**config.mk**
```make
export PLATFORM = sky130hd
export DESIGN_NAME = lemmings_walker_ctrl
export DESIGN_NICKNAME = d
export VERILOG_FILES = /design/src/rtl/lemmings_pkg.sv /design/src/rtl/lemmings_fall_timer.sv /design/src/rtl/lemmings_walker_ctrl.sv
export SDC_FILE = /design/constraint.sdc
export NUM_CORES = 1
export LEC_CHECK = 0
export CAP_MARGIN = 10
export CORE_MARGIN = 2
export CORE_UTILIZATION = 45
export DETAILED_ROUTE_END_ITERATION = 12
export PLACE_DENSITY = 0.78
export REMOVE_ABC_BUFFERS = 1
export SYNTH_ARGS = -nofsm -noshare
export SYNTH_HDL_FRONTEND = slang
export SYNTH_SLANG_ARGS = --single-unit
```
**constraint.sdc**
```tcl
create_clock -name clk -period 4.28 [get_ports clk]
set_clock_uncertainty 0.15 [all_clocks]
set_input_delay 1.284 -clock clk [delete_from_list [all_inputs] [get_ports clk]]
set_output_delay 1.284 -clock clk [all_outputs]
set_load 0.05 [all_outputs]
```
**src/rtl/lemmings_pkg.sv**
```systemverilog
// lemmings_pkg: shared state encoding, default parameters and helpers for the lemming walker.
package lemmings_pkg;

   typedef enum logic [2:0] {
      WALK_L,
      WALK_R,
      FALL_L,
      FALL_R,
      DIG_L,
      DIG_R,
      SPLAT
   } state_t;

   localparam int FALL_MAX_DEF = 20;
   localparam int CNT_W_DEF    = 8;

   // 1 = heading right, 0 = heading left (SPLAT reports left)
   function automatic logic dir_of(state_t s);
      return (s == WALK_R) || (s == FALL_R) || (s == DIG_R);
   endfunction

endpackage

```
**src/rtl/lemmings_fall_timer.sv**
```systemverilog
// lemmings_fall_timer: saturating count of completed fall cycles, flags when the survivable limit is reached.
module lemmings_fall_timer #(
   parameter int FALL_MAX = 20,
   parameter int CNT_W    = 8
) (
   input  logic clk,
   input  logic resetn,
   input  logic clr,
   input  logic inc,
   output logic over
);

   localparam logic [CNT_W-1:0] LIMIT = CNT_W'(FALL_MAX);

   logic [CNT_W-1:0] r_cnt;

   always_ff @(posedge clk) begin
      if (!resetn || clr)
         r_cnt <= '0;
      else if (inc && r_cnt != '1)
         r_cnt <= r_cnt + 1'b1;
   end

   assign over = r_cnt >= LIMIT;

endmodule

```
**src/rtl/lemmings_walker_ctrl.sv**
```systemverilog
// lemmings_walker_ctrl: Moore FSM for one lemming - walk, dig, fall and splat on over-long falls.
module lemmings_walker_ctrl
   import lemmings_pkg::*;
#(
   parameter int FALL_MAX = FALL_MAX_DEF,
   parameter int CNT_W    = CNT_W_DEF,
   parameter bit DIG_EN   = 1'b1,
   parameter bit SPLAT_EN = 1'b1
) (
   input  logic clk,
   input  logic resetn,
   input  logic bump_left,
   input  logic bump_right,
   input  logic ground,
   input  logic dig,
   output logic walk_left,
   output logic walk_right,
   output logic aaah,
   output logic digging,
   output logic splat
);

   state_t r_state, w_next;
   logic   w_falling, w_over, w_dig;

   assign w_dig     = dig & DIG_EN;
   assign w_falling = (r_state == FALL_L) || (r_state == FALL_R);

   lemmings_fall_timer #(.FALL_MAX(FALL_MAX), .CNT_W(CNT_W)) u_timer (
      .clk    (clk),
      .resetn (resetn),
      .clr    (!w_falling),
      .inc    (w_falling && !ground),
      .over   (w_over)
   );

   // priority: losing ground beats dig, dig beats bump
   always_comb begin
      w_next = r_state;
      case (r_state)
         WALK_L:         w_next = !ground ? FALL_L : w_dig ? DIG_L : bump_left  ? WALK_R : WALK_L;
         WALK_R:         w_next = !ground ? FALL_R : w_dig ? DIG_R : bump_right ? WALK_L : WALK_R;
         DIG_L:          w_next = ground ? DIG_L : FALL_L;
         DIG_R:          w_next = ground ? DIG_R : FALL_R;
         FALL_L, FALL_R: w_next = !ground ? r_state : (SPLAT_EN && w_over) ? SPLAT : dir_of(r_state) ? WALK_R : WALK_L;
         SPLAT:          w_next = SPLAT;
         default:        w_next = WALK_L;
      endcase
   end

   always_ff @(posedge clk) begin
      if (!resetn)
         r_state <= WALK_L;
      else
         r_state <= w_next;
   end

   assign walk_left  = r_state == WALK_L;
   assign walk_right = r_state == WALK_R;
   assign aaah       = w_falling;
   assign digging    = (r_state == DIG_L) || (r_state == DIG_R);
   assign splat      = r_state == SPLAT;

endmodule

```
; ---- Word-level counts from Yosys, hierarchy flattened
; Index checks and enable logic that the tools add are counted.
[totals]
regBits = 11
input_bits = 6
[op_classes]
n_addsub = 1
magnitude_cmp = 1
eq_ne = 8
muxes = 12
reduce_logical = 12
[op_table]
columns = op, n
row1 = 3-bit two-way mux, 8
row2 = 3-bit case mux with 6 select lines, 1
row3 = "3-bit equality test, second input constant", 3
row4 = "8-bit by 1-bit adder with 8-bit output, second input constant", 1
row5 = "8-bit by 5-bit >= comparator with 1-bit output, second input constant", 1
row6 = "8-bit inequality test, second input constant", 1
row7 = "3-bit by 2-bit equality test with 1-bit output, second input constant", 2
row8 = 1-bit logical OR, 5
row9 = "3-bit by 1-bit equality test with 1-bit output, second input constant", 1
row10 = 1-bit zero test, 3
row11 = 3-bit zero test, 1
row12 = 1-bit two-way mux, 3
row13 = 1-bit logical AND, 2
row14 = "2-bit inequality test, second input constant", 1
row15 = 2-bit OR reduction, 1

; ---- Depth between registers and ports, before layout
; Gate-level depths: netlist of run 1.
[logic_depth]
ltp_word = 7
depth_mapped = 5

; ---- By module
; A second synthesis of run 1 with hierarchy kept.
[hier_totals]
cells_unflattened = 82
area_unflattened_um2 = 680.7
[modules_own_cells]
columns = mod, instances, cells_each, area_per_inst_um2, seq_area_each_um2
row1 = lemmings_fall_timer, 1, 50, 447.9, 160.2
row2 = lemmings_walker_ctrl, 1, 32, 232.7, 60.1

; ---- Worst setup path before layout of run 1
; Ideal clock, no wire load.
[synth_path]
path_kind = reg-to-output
start = register r_state[0]
end = output walk_right
arrival_ps = 1550
t_required_ps = 2846
setup_slack_ps = 1296
stages_incl_launch_ff = 3
path_buffers = 0
cell_sequence = dfxtp_1 -> inv_1 -> nor3_1
[synth_between]
elab_chain_len = 1
[synth_rtl]
columns = element, line_no
row1 = "start, declared", lemmings_walker_ctrl.sv:23  ; state_t r_state, w_next;
row2 = "start signal, assigned", lemmings_walker_ctrl.sv:55  ; r_state <= w_next;
row3 = 3-bit by 1-bit equality test with 1-bit output, lemmings_walker_ctrl.sv:59  ; assign walk_right = r_state == WALK_R;
row4 = "end, declared", lemmings_walker_ctrl.sv:17  ; output logic walk_right,
; Every way passes these cells.

; ---- Worst setup path after layout of run 1
[layout_path]
start = register r_state[2]
end = output splat
[layout_between]
elab_chain_len = 1
[layout_rtl]
columns = element, line_no
row1 = 3-bit equality test, lemmings_walker_ctrl.sv:62  ; assign splat = r_state == SPLAT;
row2 = "end, declared", lemmings_walker_ctrl.sv:20  ; output logic splat
; Every way passes these cells.

==> results of run 1 <==
## flip-flops by register name (all words and copies together) (netlist names)
register       cells
u_timer.r_cnt      8
r_state            3
## report_power, final
group	leakage (nW)	internal, mW	total [mW]	switching [mW]
Combinational	0.183	0.0131	0.0290	0.0159
Clock	0.0150	0.0361	0.0702	0.0341
Sequential	0.0890	0.104	0.107	0.00304
## cells by family after synthesis
logic type | share of synthesized area [%]
fa+ha+maj | 3.875
buf+inv | 5.813
mux | 3.101
flops | 34.11
simple gates | 29.85
xor+xnor | 8.139
compound gates | 15.12
## critical path, stage by stage (launching register included)
cell	delay, ps
dfxtp_1	540
nand2_1	150
nor2_1	120
clkdlybuf4s50_1	810
## cells in the mapped netlist
library cell / n / area, um2
mux2i_1: 2 / 20.02
and2b_2: 2 / 17.52
xor2_1: 5 / 43.79
xnor2_1: 1 / 8.760
o2111ai_1: 1 / 8.760
nor4_1: 1 / 6.260
o21ai_2: 1 / 8.760
buf_6: 2 / 22.52
nor3b_4: 1 / 18.77
o221a_2: 1 / 11.26
nand4_1: 4 / 25.02
a21boi_0: 1 / 7.510
o211a_1: 1 / 10.01
and4_1: 1 / 8.760
ha_1: 2 / 25.02
nor2b_1: 1 / 6.260
dfxtp_1: 11 / 220.2
o2bb2ai_1: 1 / 8.760
a211oi_1: 1 / 7.510
a21oi_1: 2 / 10.01
nor2_1: 9 / 33.78
inv_1: 4 / 15.01
and2_1: 1 / 6.260
nor4b_1: 1 / 8.760
nor3_1: 3 / 15.01
o21ai_0: 2 / 10.01
nand3_1: 1 / 5.000
and3_1: 2 / 12.51
or3_1: 1 / 6.260
o211ai_1: 2 / 15.01
nand2_1: 6 / 22.52
## metrics by stage
| stage | setup WS [ps] | area, um2 |
|---|---|---|
| after CTS | 942.5 | 768.2 |
| after detailed placement | 1237 | 742.0 |
| after floorplan | 1296 | 623.1 |
| after global placement | 1302 | 742.0 |
| final | 952.5 | 768.2 |
| after global routing | 826.7 | 768.2 |
## area by class of cell
cell class | instances | area, um2
fillers | 119 | 549.3
flip-flops and latches | 11 | 220.2
well taps | 15 | 18.77
clock buffers | 4 | 26.28
inverters | 4 | 15.01
multi-input cells | 57 | 387.9
repair buffers | 10 | 100.1
## how the worst max path moves through the flow
stage / slack, ps / startpoint / depth (start not counted) / to
after global routing: 830 / r_state[2] / 3 / splat
after floorplan: 1300 / r_state[0] / 2 / walk_right
final: 950 / r_state[2] / 3 / splat
after detailed placement: 1240 / r_state[2] / 3 / splat
after CTS: 940 / r_state[2] / 3 / splat
after global placement: 1300 / r_state[2] / 3 / splat
## per-layer routing
metal  GRT usage [%]  wire length [um]  vias up
met3           7.826                68        6
met1           22.11               659      267
met4           3.226                21        0
li1                -                 -      289
met5               0                 0        -
met2           25.00               600       17
==> flow_summary.yaml, run 1 <==
grt:
  antenna_found_initial: 0
  grt_pass1_vias: 505
  grt_max_degree: 11
  grt_usage_pct: 16.77
  grt_first_pass_wirelength_um: 2277
  grt_overflow: 0
detailed_routing:
  wire_per_inst_um: 13.36
  antenna_left: 0
  drc_errors: 0
  drt_iter0_markers: 9
  drt-pass1-iter-count: 4
  drt-total-wl_um: 1349
  via_per_inst: 5.733
  vias: 579
sta:
  slew_headroom_pct: 66.61
  slew_violations: 0
  tightest_slew_ps: 499.3
  holdWs_ps: 389.6
  fin_crit_ps: 3327
  fin_setup_tns_ps: 0
  period_share_pct: 77.74
  fmax_mhz: 300.5
  hold_viol: 0
  setup_violations: 0
  rsz0062_at_grt: "false"
placement:
  dp_cells: 97
  port_buffers: 10
  dpl.hpwl_um: 1011
  routabilityCongestion: 0.8228
worst_setup_path:
  r2r_setup_slack_ps: 2550
  reg2reg_depth: 4
  cp_max_fo: 10
  rr_endpoint: "u_timer.r_cnt[5]"
  critical_path_class: "reg -> out"
  end_kind: "output pin"
  critPathArrivalTime_ps: 1890
  cp.required_ps: 2850
  worstSetupStartpointType: "register"
  rr_startpoint: "r_state[1]"
floorplan:
  dieHeight_um: 41.88
  die_area_um2: 1754
  initial_core_util_pct: 49.00
  core_area_um2: 1318
  die_w_um: 41.88
  num_rows: 13
  io_pins: 11
layout:
  area_growth_pct: 18.99
  finish.utilization_pct: 58.31
  layout_common_cells: "11 x dfxtp_1, 10 x clkdlybuf4s50_1, 9 x nor2_1, 6 x nand2_1, 5 x xor2_1"
  final_common_cell: "dfxtp_1"
  drive_gt1_share_pct: 9.302
  antenna_cells: 0
  fin_nets: 95
  fin_cells: 101
clocking:
  cts_buffers: 3
  cts.clk_slew.worst_paths_ps: 70
  clockRootBuffer: "clkbuf_4"
  clk_latency_ps: 270
  cts_resized: 0
  clock_sinks: 11
  hold_buffers: 0
  h-tree-depth: 1
  cts_tree: "built"
  cts_buffer_depth: 2
  postCtsSetupRepairBufs: 0
run:
  cap_violations: 0
synthesis:
  ys_seq_area_share_pct: 34.11
  ys_seq_elements: 11
  syn-instance-count: 74
  synth_area_um2: 645.6
  yosysWarnings: 0
  synth.distinct_cells: 31
  synth.avg_cell_area_um2: 8.725
power:
  power_uw: 205.7
  power_density_nw_per_um2: 267.8
  vdd_ir_drop_max_mv: 0.2293
  p_leak_nw: 0.2868
min_path:
  holdPathEnd: "u_timer.r_cnt[5]"
  min-delay-start: "u_timer.r_cnt[5]"
  hp-class: "reg -> reg"
  hold_depth: 2
outcome:
  status: "completed"
No activity file was read; power rests on OpenSTA's default activity.
==> run 2: changes to the inputs <==
Clock period 4.28 ns to 3.1 ns, I/O delays scaled along.
==> results of run 2 <==
Same layout as run 1 (identical final DEF). Status: completed.
Among the figures that moved: final weighted congestion in routability-driven placement 0.8228 -> 0.8227; setup slack after placement 1237 ps -> 411.3 ps; setup slack after layout 952.5 ps -> 126.5 ps; register-to-register setup slack 2550 ps -> 1370 ps; total power 0.2057 mW -> 0.2840 mW; worst IR drop on VDD 0.2293 mV -> 0.3166 mV
==> run 3: changes to the inputs <==
Settings changed: ABC_AREA from default to 1, CORE_UTILIZATION 45 to 50, PLACE_DENSITY 0.78 to default, PLACE_DENSITY_LB_ADDON from default to 0.08.
==> flow_summary.yaml, run 3 <==
detailed_routing:
  via_per_inst: 4.993
  wl_met2_um: 670
  drt_iter0_markers: 18
  top_layer_used: "met4"
  drt-met1-wl_um: 817
  drt-pass1-iter-count: 5
  antenna_left: 0
  drt-total-wl_um: 1551
  wire_per_inst_um: 10.55
  drc_errors: 0
  met3_length_um: 53
  vias: 734
layout:
  antenna_cells: 0
  area_growth_pct: 19.93
  final_area_um2: 873.3
  drive_gt1_share_pct: 5.303
  reg.largest.list: "u_timer.r_cnt (8), r_state (3)"
  fin_nets: 141
  layout_common_cells: "38 x nand2_1, 21 x inv_1, 11 x nor2_1, 11 x dfxtp_1"
  final_common_cell: "nand2_1"
  largest_register: "u_timer.r_cnt"
  fill_cells: 133
  largest_register_ffs: 8
grt:
  grt_usage_pct: 18.90
  antenna_found_initial: 0
  grt_max_degree: 9
  grt_pass1_vias: 627
  grt_first_pass_wirelength_um: 2615
  grt_overflow: 0
worst_setup_path:
  slowest_delay_ps: 840
  path_delay_family: "buffers and inverters"
  cp_max_fo: 6
  crit_path_top_delay_cell: "clkdlybuf4s50_1"
  path_buf_inv: 2
  end_kind: "output pin"
  path_cells: "inv_1, nand2_1, a21oi_4, clkdlybuf4s50_1"
  critical_path_class: "reg -> out"
  critPathArrivalTime_ps: 1910
  worstSetupStartpointType: "register"
  cp.required_ps: 2020
synthesis:
  async_flop_share_pct: 0
  synth.distinct_cells: 16
  synth_edf_count: 0
  yosysTopAreaCell: "dfxtp_1"
  synth.top_cell.area_share_pct: 30.24
  ys.flop_type: "dfxtp_1"
  ys_seq_area_share_pct: 30.24
  synth_area_um2: 728.2
  netlist_top_cells_area: "dfxtp_1 30%, nand2_1 20%, inv_1 11%"
  synth.avg_cell_area_um2: 6.171
  ys_seq_elements: 11
  yosysWarnings: 0
  synth.top_cells.by_count: "38 x nand2_1, 21 x inv_1, 11 x dfxtp_1, 11 x nor2_1, 10 x nand3_1"
  syn-instance-count: 118
  yosys.cell_count.top_type: "nand2_1"
clocking:
  cts_buffer_depth: 2
  cts.clk_slew.worst_paths_ps: 70
  cts_tree: "built"
  clock_sinks: 11
  clockRootBuffer: "clkbuf_4"
  cts_buffers: 3
  cts_resized: 0
  postCtsSetupRepairBufs: 0
  clk_latency_ps: 270
  h-tree-depth: 1
  hold_buffers: 0
floorplan:
  core_area_um2: 1334
  dieHeight_um: 42.16
  die_area_um2: 1777
  initial_core_util_pct: 54.60
  io_pins: 11
  num_rows: 13
  die_w_um: 42.16
outcome:
  status: "completed"
placement:
  postPlaceCellArea_um2: 847.1
  port_buffers: 10
  dpl.hpwl_um: 1209
  routabilityCongestion: 0.8702
run:
  cap_violations: 0
sta:
  tightest_slew_ps: 491.0
  setup_violations: 0
  hold_viol: 0
  fin_crit_ps: 2991
  rsz0062_at_grt: "false"
  period_share_pct: 96.48
  fmax_mhz: 334.3
  fin_setup_tns_ps: 0
  slew_violations: 0
  slew_headroom_pct: 67.16
  holdWs_ps: 356.0
power:
  p_leak_nw: 0.4165
  power_density_nw_per_um2: 358.2
  vdd_ir_drop_max_mv: 0.2074
min_path:
  hp-class: "reg -> reg"
## run 3: cell types whose count changed after synthesis, sizes merged, moves of 3 or more
cell	before	now
nand2	6	40
inv	4	21
a21oi	2	10
nor3	3	0
xor2	5	2
nor2	9	12
nand3	1	10
## run 3: worst paths after layout
check	from	to	slack (ps)	cells past startpoint
max	r_state[0]	aaah	110	4
min	u_timer.r_cnt[1]	u_timer.r_cnt[1]	360	2
max reg2reg	u_timer.r_cnt[0]	u_timer.r_cnt[3]	1370	7
min reg2reg	u_timer.r_cnt[1]	u_timer.r_cnt[1]	360	2
## run 3: final cells by class
cell class | count | area [um2] | share of cell area [%]
Multi-Input combinational cell | 86 | 429.2 | 49.14
Sequential cell | 11 | 220.2 | 25.21
Timing Repair Buffer | 10 | 100.1 | 11.46
Inverter | 21 | 78.83 | 9.026
Clock buffer | 4 | 26.28 | 3.009
Tap cell | 15 | 18.77 | 2.149
## run 3: worst min-delay path, stage by stage (launching register included)
cell and delay, ps:
dfxtp_1 330, nand2_1 70, a21oi_1 50
## run 3: cell families (layout without fill, tap and decap cells)
family                     after synthesis  in the layout  share of synthesized area (%)
and+or+nand+nor                         68             68                          41.41
buffers and inverters                   21             35                          10.83
AOI/OAI and AO/OA                       13             13                          10.48
DFF                                     11             11                          30.24
xor gates and xnor gates                 3              3                          3.609
adders and majority gates                2              2                          3.436
## run 3: power breakdown
part           internal (mW)  switching (mW)
registers              0.144         0.00476
clock network         0.0498          0.0456
logic                 0.0240          0.0444
total                  0.218          0.0948
## run 3: through the flow
step / std cells / power [mW] / worst slack (ps) / utilization, %
after floorplan: 118 / 0.1968 / 834.1 / -
after global placement: 143 / 0.2202 / 434.0 / 63.51
after detailed placement: 143 / 0.2210 / 394.2 / 63.51
after CTS: 147 / 0.3192 / 90.70 / 65.48
after global routing: 147 / 0.3309 / 5.946 / 65.48
final: 147 / 0.3128 / 109.0 / 65.48
## run 3: routing by layer
metal	GRT usage, %	vias to the layer above
met5	0	-
met2	29.54	12
met1	25.26	321
met3	6.466	2
li1	-	399
met4	3.750	0
